File: config.mk
export PLATFORM = sky130hd
export DESIGN_NAME = dma_reader
export DESIGN_NICKNAME = d
export VERILOG_FILES = /design/src/rtl/dma_reader.sv
export SDC_FILE = /design/constraint.sdc
export NUM_CORES = 1
export LEC_CHECK = 0
export ABC_CLOCK_PERIOD_IN_PS = 9770
export CAP_MARGIN = 20
export CELL_PAD_IN_SITES_DETAIL_PLACEMENT = 1
export CELL_PAD_IN_SITES_GLOBAL_PLACEMENT = 2
export CORE_ASPECT_RATIO = 1.25
export CORE_MARGIN = 2
export CORE_UTILIZATION = 39
export CTS_BUF_LIST = sky130_fd_sc_hd__clkbuf_16
export DETAILED_ROUTE_END_ITERATION = 10
export PLACE_DENSITY_LB_ADDON = 0.1
export SYNTH_ARGS = -nofsm -noshare
export SYNTH_HDL_FRONTEND = slang
export SYNTH_SLANG_ARGS = --single-unit
File: constraint.sdc
create_clock -name CLK -period 9.77 [get_ports CLK]
set_clock_uncertainty 0.1 [all_clocks]
set_input_delay 1.954 -clock CLK [delete_from_list [all_inputs] [get_ports CLK]]
set_output_delay 1.954 -clock CLK [all_outputs]
set_load 0.03 [all_outputs]
File: src/rtl/dma_reader.sv
// dma_reader: Avalon-MM read master streaming NUM_CHANNELS interleaved SDRAM regions as channel-tagged words.
// Latency: a word sampled with AM_READDATAVALID appears on out_* after the next clock edge (registered FWFT FIFO).
// Backpressure: reads issue only while in-flight + buffered < FIFO_DEPTH, so out_ready low throttles AM_READ.
module dma_reader #(
  parameter int NUM_CHANNELS = 5,
  parameter int FIFO_DEPTH   = 4
) (
  input  logic        CLK,
  input  logic        RESET_N,
  output logic [31:0] AM_ADDR,
  output logic [2:0]  AM_BURSTCOUNT,
  output logic [3:0]  AM_BYTEENABLE,
  output logic        AM_READ,
  input  logic        AM_WAITREQUEST,
  input  logic [31:0] AM_READDATA,
  input  logic        AM_READDATAVALID,
  input  logic        start,
  input  logic [31:0] start_address,
  input  logic [31:0] number_samples,
  output logic [31:0] out_data,
  output logic [2:0]  out_channel,
  output logic        out_last,
  output logic        out_valid,
  input  logic        out_ready,
  output logic        FINISHED
);

  localparam int PTR_W = (FIFO_DEPTH > 1) ? $clog2(FIFO_DEPTH) : 1;
  localparam int CNT_W = PTR_W + 1;
  localparam logic [2:0]       LAST_CH = 3'(NUM_CHANNELS - 1);
  localparam logic [CNT_W:0]   DEPTH_C = (CNT_W + 1)'(FIFO_DEPTH);
  localparam logic [CNT_W-1:0] ONE_C   = CNT_W'(1);
  localparam logic [PTR_W-1:0] PONE_C  = PTR_W'(1);

  typedef enum logic [2:0] {
    S_IDLE,
    S_SETUP,
    S_ISSUE,
    S_DRAIN,
    S_FIN
  } state_t;

  state_t            state_q, state_d;
  logic [31:0]       start_addr_q, start_addr_d;
  logic [31:0]       ns_q, ns_d;
  // Eight slots so the 3-bit channel index can never address past the array.
  logic [31:0]       base_q [8];
  logic [31:0]       base_d [8];
  logic [2:0]        ch_q, ch_d;
  logic [31:0]       idx_q, idx_d;
  logic [CNT_W-1:0]  in_flight_q, in_flight_d;
  logic [CNT_W-1:0]  fifo_cnt_q, fifo_cnt_d;
  logic [PTR_W-1:0]  wr_ptr_q, wr_ptr_d;
  logic [PTR_W-1:0]  rd_ptr_q, rd_ptr_d;
  logic [31:0]       mem_q [FIFO_DEPTH];
  logic [31:0]       mem_d [FIFO_DEPTH];
  logic [2:0]        pop_ch_q, pop_ch_d;
  logic [31:0]       pop_idx_q, pop_idx_d;

  logic [CNT_W:0]    occupancy;
  logic              credit;
  logic              accept;
  logic              rsp;
  logic              pop;

  // Handshake qualifiers; a response with nothing outstanding (e.g. after a reset abort) is dropped.
  always_comb begin
    occupancy = {1'b0, in_flight_q} + {1'b0, fifo_cnt_q};
    credit    = occupancy < DEPTH_C;
    AM_READ   = (state_q == S_ISSUE) && credit;
    accept    = AM_READ && !AM_WAITREQUEST;
    rsp       = AM_READDATAVALID && (in_flight_q != '0);
    out_valid = fifo_cnt_q != '0;
    pop       = out_valid && out_ready;
  end

  // Output port drive: address only meaningful while requesting; stream tags come from the pop counters.
  always_comb begin
    AM_BURSTCOUNT = 3'd1;
    AM_BYTEENABLE = 4'hF;
    AM_ADDR       = AM_READ ? (base_q[ch_q] + {idx_q[29:0], 2'b00}) : 32'd0;
    out_data      = out_valid ? mem_q[rd_ptr_q] : 32'd0;
    out_channel   = pop_ch_q;
    out_last      = out_valid && (pop_ch_q == LAST_CH) && (pop_idx_q == ns_q - 32'd1);
    FINISHED      = state_q == S_FIN;
  end

  // Transfer FSM: latch parameters, precompute region bases, walk channels within each sample index.
  always_comb begin
    state_d      = state_q;
    start_addr_d = start_addr_q;
    ns_d         = ns_q;
    base_d       = base_q;
    ch_d         = ch_q;
    idx_d        = idx_q;
    unique case (state_q)
      S_IDLE: begin
        if (start) begin
          start_addr_d = start_address;
          ns_d         = number_samples;
          state_d      = (number_samples == 32'd0) ? S_FIN : S_SETUP;
        end
      end
      S_SETUP: begin
        for (int i = 0; i < 8; i++) begin
          base_d[i] = (i < NUM_CHANNELS) ? (start_addr_q + 32'(i) * {ns_q[29:0], 2'b00}) : 32'd0;
        end
        ch_d    = 3'd0;
        idx_d   = 32'd0;
        state_d = S_ISSUE;
      end
      S_ISSUE: begin
        if (accept) begin
          if (ch_q == LAST_CH) begin
            ch_d  = 3'd0;
            idx_d = idx_q + 32'd1;
            if (idx_q == ns_q - 32'd1) begin
              state_d = S_DRAIN;
            end
          end else begin
            ch_d = ch_q + 3'd1;
          end
        end
      end
      S_DRAIN: begin
        if ((in_flight_q == '0) && (fifo_cnt_q == '0)) begin
          state_d = S_FIN;
        end
      end
      S_FIN: begin
        if (!start) begin
          state_d = S_IDLE;
        end
      end
      default: state_d = S_IDLE;
    endcase
  end

  // Outstanding-read counter, FIFO pointers/storage and the pop-side channel/index counters.
  always_comb begin
    in_flight_d = in_flight_q;
    fifo_cnt_d  = fifo_cnt_q;
    wr_ptr_d    = wr_ptr_q;
    rd_ptr_d    = rd_ptr_q;
    mem_d       = mem_q;
    pop_ch_d    = pop_ch_q;
    pop_idx_d   = pop_idx_q;

    unique case ({accept, rsp})
      2'b10:   in_flight_d = in_flight_q + ONE_C;
      2'b01:   in_flight_d = in_flight_q - ONE_C;
      default: in_flight_d = in_flight_q;
    endcase

    unique case ({rsp, pop})
      2'b10:   fifo_cnt_d = fifo_cnt_q + ONE_C;
      2'b01:   fifo_cnt_d = fifo_cnt_q - ONE_C;
      default: fifo_cnt_d = fifo_cnt_q;
    endcase

    if (rsp) begin
      mem_d[wr_ptr_q] = AM_READDATA;
      wr_ptr_d        = wr_ptr_q + PONE_C;
    end
    if (pop) begin
      rd_ptr_d = rd_ptr_q + PONE_C;
    end

    if (state_q == S_SETUP) begin
      pop_ch_d  = 3'd0;
      pop_idx_d = 32'd0;
    end else if (pop) begin
      if (pop_ch_q == LAST_CH) begin
        pop_ch_d  = 3'd0;
        pop_idx_d = pop_idx_q + 32'd1;
      end else begin
        pop_ch_d = pop_ch_q + 3'd1;
      end
    end
  end

  // State registers with synchronous active-low reset; reset aborts any transfer in progress.
  always_ff @(posedge CLK) begin
    if (!RESET_N) begin
      state_q      <= S_IDLE;
      start_addr_q <= 32'd0;
      ns_q         <= 32'd0;
      for (int i = 0; i < 8; i++) begin
        base_q[i] <= 32'd0;
      end
      ch_q         <= 3'd0;
      idx_q        <= 32'd0;
      in_flight_q  <= '0;
      fifo_cnt_q   <= '0;
      wr_ptr_q     <= '0;
      rd_ptr_q     <= '0;
      for (int i = 0; i < FIFO_DEPTH; i++) begin
        mem_q[i] <= 32'd0;
      end
      pop_ch_q     <= 3'd0;
      pop_idx_q    <= 32'd0;
    end else begin
      state_q      <= state_d;
      start_addr_q <= start_addr_d;
      ns_q         <= ns_d;
      base_q       <= base_d;
      ch_q         <= ch_d;
      idx_q        <= idx_d;
      in_flight_q  <= in_flight_d;
      fifo_cnt_q   <= fifo_cnt_d;
      wr_ptr_q     <= wr_ptr_d;
      rd_ptr_q     <= rd_ptr_d;
      mem_q        <= mem_d;
      pop_ch_q     <= pop_ch_d;
      pop_idx_q    <= pop_idx_d;
    end
  end

endmodule
After elaboration in Yosys (flattened, before gate mapping). Index checks and enable logic that the tools add are counted.

Register bits: 435. Input bits: 102. Output and inout port bits: 78. Logic and storage cells: 117.

Add/subtract/negate cells: 17. $mul: 1. Order comparisons: 5. Equality and inequality tests: 18. Muxes and demuxes: 28. Bitwise logic cells: 4. Reduce and logical (&&, ||, !) cells: 24.

Operators by type and width (count): 32-bit 2-to-1 mux (9); 32-bit adder (5); 128-bit bitwise mux (1); 32-bit binary-select mux with 3-bit select (1); 32-bit by 1-bit adder with 32-bit output, second input constant (2); 32-bit binary-select mux with 2-bit select (1); 32-bit demux with 2-bit select (1); 32-bit equality test (2); 32-bit case mux with 2 select lines (1); 32-bit zero test (1); 32-bit by 1-bit subtractor with 32-bit output, second input constant (1); 2-bit by 30-bit multiplier with 30-bit output, first input constant (1); 3-bit 2-to-1 mux (10); 3-bit case mux with 2 select lines (3); 3-bit case mux with 5 select lines (1); 3-bit by 1-bit adder with 3-bit output, second input constant (4); 3-bit equality test, second input constant (3); 3-bit zero test (3); 1-bit logical AND (8); 2-bit inequality test, second input constant (4); 3-bit by 2-bit equality test with 1-bit output, second input constant (2); 3-bit >= comparator, second input constant (2); 2-bit NOT with 3-bit output (2); 2-bit AND reduction (3); other kinds (18) (26).

Logic depth before layout (Yosys ltp).
Depth after elaboration: 6. Mapped depth: 23. Depth with buffers taken out: 22.

Least setup slack after synthesis. OpenSTA, ideal clock, no wires.

Path type: reg2out. Start point: register ch_q[0]. End point: output AM_ADDR[31]. Arrival: 4.410 ns. Data required time: 7.716 ns. Setup slack: 3.306 ns. Stages on the path, launching flop included: 16. Path buffers: 2. Cell sequence: dfxtp_1 -> clkbuf_1 -> buf_1 -> mux4_2 -> inv_1 -> o21ai_0 -> ha_1 -> nand4_1 -> nor3_1 -> o211ai_1 -> a21bo_2 -> a31oi_1 -> a21o_1 -> nand4_1 -> and3_1 -> nor3_1.

Cells in the longest elaborated chain, start to end: 6.

RTL lines: start: declaration (line 49) `logic [2:0] ch_q, ch_d;`; start signal: assignment (line 207) `ch_q <= ch_d;`; 3-bit NOT with 4-bit output (not written as such) (line 81) `AM_ADDR = AM_READ ? (base_q[ch_q] + {idx_q[29:0], 2'b00}) : 32'd0;`; 32-bit binary-select mux with 3-bit select (line 81); 32-bit 2-to-1 mux (not written as such) (2 in a row) (line 81); 32-bit adder (line 81); 32-bit 2-to-1 mux (line 81); end: declaration (line 10) `output logic [31:0] AM_ADDR,`.

No other way between the ends. The select of a mux whose other input is x is not followed.

Worst setup path in the final report.
Start point: register ch_q[0]. End point: output AM_ADDR[30].

Same word-level chain as after synthesis.

==> results.yml <==
run_status:
  status: "completed"
placement:
  hpwlAfterDp_um: 72520
  gp_congestion: 0.9263
  numPortBuffers: 172
  pre_cts_ws_ns: 2.298
clocking:
  cts_resized: 0
  cts.sink_count: 423
  root_buffer: "clkbuf_16"
  ctsLongestPathBuffers: 3
  cts_buffers: 51
  cts_setup_buffers: 0
  insertion_delay_ns: 0.60
  htreeDepth: 2
  cts_tree: "done"
  clkSlewWorstSetupHoldPaths_ns: 0.07
  cts-hold-fix-buffers: 0
setup_path:
  cp_top_family: "simple AND/OR/NAND/NOR gates"
  critPathArrivalTime_ns: 5.91
  startpoint: "ch_q[0]"
  critPathCapture: "AM_ADDR[30]"
  reg2reg_slack_ns: 3.91
  path_depth: 17
  critPathKind: "register to output pin"
  cp_data_required_time_ns: 7.72
  crit_chain: "nor2_1, and2_1, buf_4, nand2_1, o21ai_0, ha_1, nand4_1, nor3_1, nand3_1, nor3_1, o31ai_2, a21oi_1, a211o_1, a31oi_1, xor2_1, nor2_1, clkdlybuf4s50_1"
  slowest_stage: "dfxtp_2"
  critPathBufInv: 2
  max_stage_delay_ns: 0.92
  end_kind: "output pin"
  rr_worst_depth: 20
  start_kind: "register"
  timing.rr.end: "base_q[157]"
  r2r-start: "ns_q[0]"
  worstPathMaxFanout: 28
logic_synthesis:
  synthCells: 3450
  synth_compound_area_frac: 0.1853
  synthMuxAreaShare: 0.05157
  synth_top_family_by_area: "simple AND/OR/NAND/NOR gates"
  ys_warn_count: 0
  ys_seq_area_frac: 0.3094
  ys_ff_latch: 423
  synth_xor_area_frac: 0.09294
  ys_async_sr_fraction: 0
  synthFlopType: "dfxtp_1"
  syn_area_per_cell_sq_um: 7.933
  synth-simple-area-share: 0.2158
  yosysUniqueCellTypes: 98
  syn_area_sq_um: 27370
  synthAdderAreaFrac: 0.1046
  synth-edff-count: 0
die:
  io_pins: 180
  coreArea_sq_um: 69460
  die_y_um: 300.2
  dieWidth_um: 240.9
  initial_core_util: 0.3940
  die-area_sq_um: 72320
  num_rows: 108
power:
  seq_power_share: 0.327
  vdd_drop_max_mv: 0.1779
  p_sw_mw: 2.731
  clkPwrFrac: 0.295
  sw_frac_of_total: 0.4029
  power_frac_comb: 0.378
  p_leak_nw: 12.23
  p_per_area_nw_per_um2: 214.8
  finalPower_mw: 6.779
  p_int_mw: 4.048
hold_path:
  hold_path.class: "register to register"
job:
  drv_cap: 0
cells_and_area:
  num_antenna_cells: 0
  syn2layout_area_growth_pct: 15.31
  multi_input_area_sq_um: 17860
  final_layout_size_suffix_gt1_frac: 0.06106
  fillers: 8415
  postLayoutCoreUtil: 0.4544
  nNetsFinal: 3856
  regArea_sq_um: 8474
routing:
  routed_wl_um: 97430
  drc: 0
  wl_per_cell_um: 21.63
  vias: 25080
  drtIter0Drc: 1180
  ant_nets: 0
  drt_pass1_iterations: 5
  vias_per_cell: 5.568
grt:
  grt-ovfl-total: 0
  grtUsageTotal: 0.2670
  grt_antenna_before_repair: 0
  grt_max_degree: 177
  grt_pass1_vias: 26990
  grt_pass1_wl_um: 151400
sta:
  setup_viol: 0
  slew_violations: 0
  fin_setup_tns_ns: 0
  tightest_slew_ns: 1.142
  rsz0062_at_grt: "false"
  fmax_mhz: 125.5
  fin_crit_sh: 0.8155
  fin_crit_ns: 7.967
  setup_ws_ns: 1.803
  hold_viol_final: 0
  relSlewSlack: 0.2328
-- sequential cells by signal (all words and copies together) (netlist names), 32 cells and up --
| register | count |
|---|---|
| base_q | 148 |
| idx_q | 32 |
| mem_q | 128 |
| ns_q | 32 |
| pop_idx_q | 32 |
| start_addr_q | 32 |
-- Yosys cell counts (all sizes together) (6+ instances only) --
cell type,n,area [sq um]
nand3,59,315.3
nor3,46,235.2
a211o,11,96.34
xor2,138,1209
nor3b,8,76.32
o21bai,18,135.1
and4,16,140.1
a211oi,26,205.2
buf,29,151.4
o21ai,138,690.7
inv,115,431.7
and2,52,327.8
dfxtp,423,8468
nand2b,15,93.84
ha,216,2703
nand3b,10,87.58
clkbuf,137,514.2
o31ai,8,70.06
mux2i,6,60.06
o211ai,12,90.09
fa,8,160.2
or3,24,155.1
nor2,191,729.4
nor2b,25,158.9
a21o,69,518.0
and3,34,214.0
mux4,60,1351
nor4,19,140.1
o21a,36,270.3
nand2,758,2855
a21boi,7,52.55
a31oi,14,87.58
a21oi,468,2365
xnor2,149,1335
nand4,39,265.3
-- cells by family (layout without fill, tap and decap cells) --
logic type / after synthesis / in the layout
XOR/XNOR: 287 / 287
multiplexers: 66 / 66
other: 2 / 7
AND/OR/NAND/NOR: 1310 / 1310
flip-flops: 423 / 423
AO/OA/AOI/OAI: 857 / 857
adder cells (fa/ha/maj): 224 / 224
buffers and inverters: 281 / 396
-- how the worst min path moves through the flow --
stage,cells after the start,to,from,slack [ns]
after floorplan,2,base_q[178],base_q[178],0.32
after global placement,2,base_q[189],base_q[189],0.33
after detailed placement,2,base_q[186],base_q[186],0.34
after CTS,2,base_q[102],base_q[102],0.35
after global routing,2,base_q[187],base_q[187],0.37
final,2,base_q[186],base_q[186],0.35
-- tightest hold or removal path: stages, from the launching register on --
cell and delay [ns]:
dfxtp_1 0.32, nand2_1 0.05, o21ai_0 0.05
-- cell type report --
| type | count | share of cell area |
|---|---|---|
| multi-input cells | 2751 | 0.5658 |
| flip-flops and latches | 423 | 0.2685 |
| repair buffers | 188 | 0.06018 |
| clock buffers | 53 | 0.04203 |
| well taps | 935 | 0.03707 |
| inverters | 115 | 0.01392 |
| clock inverters | 40 | 0.01245 |
-- power by group through the flow --
stage | sequential [mW] | combinational (mW) | clock, mW
floorplan | 2.07 | 1.87 | 0
global placement | 2.24 | 2.47 | 0
detailed placement | 2.25 | 2.55 | 0
CTS | 2.22 | 2.57 | 2.04
global route | 2.25 | 2.82 | 2.11
finish | 2.22 | 2.56 | 2.00
-- metrics by stage --
step           instances  hold WS, ns  instance area, sq um
2_1_floorplan       3455       0.3198                 27390
3_3_place_gp        4410       0.3314                 29790
3_5_place_dp        4410       0.3426                 29790
4_1_cts             4503       0.3534                 31510
5_1_grt             4505       0.3668                 31560
6_report            4505       0.3513                 31560
-- metal layers --
metal	vias to the layer above	part of all wire	track usage
met1	12460	0.45	0.3336
li1	12090	-	-
met2	390	0.49	0.4775
met4	0	0.028	0.07775
met5	-	0	0
met3	140	0.035	0.03278
-- cell usage in the layout (no fill, tap or decap), drive strengths merged, types with 11 or more instances in the layout --
cell type / instances
nand2: 758
and3: 34
nand2b: 15
nor2b: 25
xor2: 138
and2: 52
o21bai: 18
mux4: 60
a31oi: 14
a211oi: 26
clkinv: 20
nor2: 191
ha: 216
o21a: 36
nor3: 46
clkbuf: 53
and4: 16
nand3: 59
dfxtp: 423
a21oi: 468
clkdlybuf4s50: 172
nor4: 19
xnor2: 149
buf: 16
o21ai: 138
nand4: 39
or3: 24
o211ai: 12
a21o: 69
inv: 125
a211o: 11
Note: power is estimated with default switching activity, not from simulation.
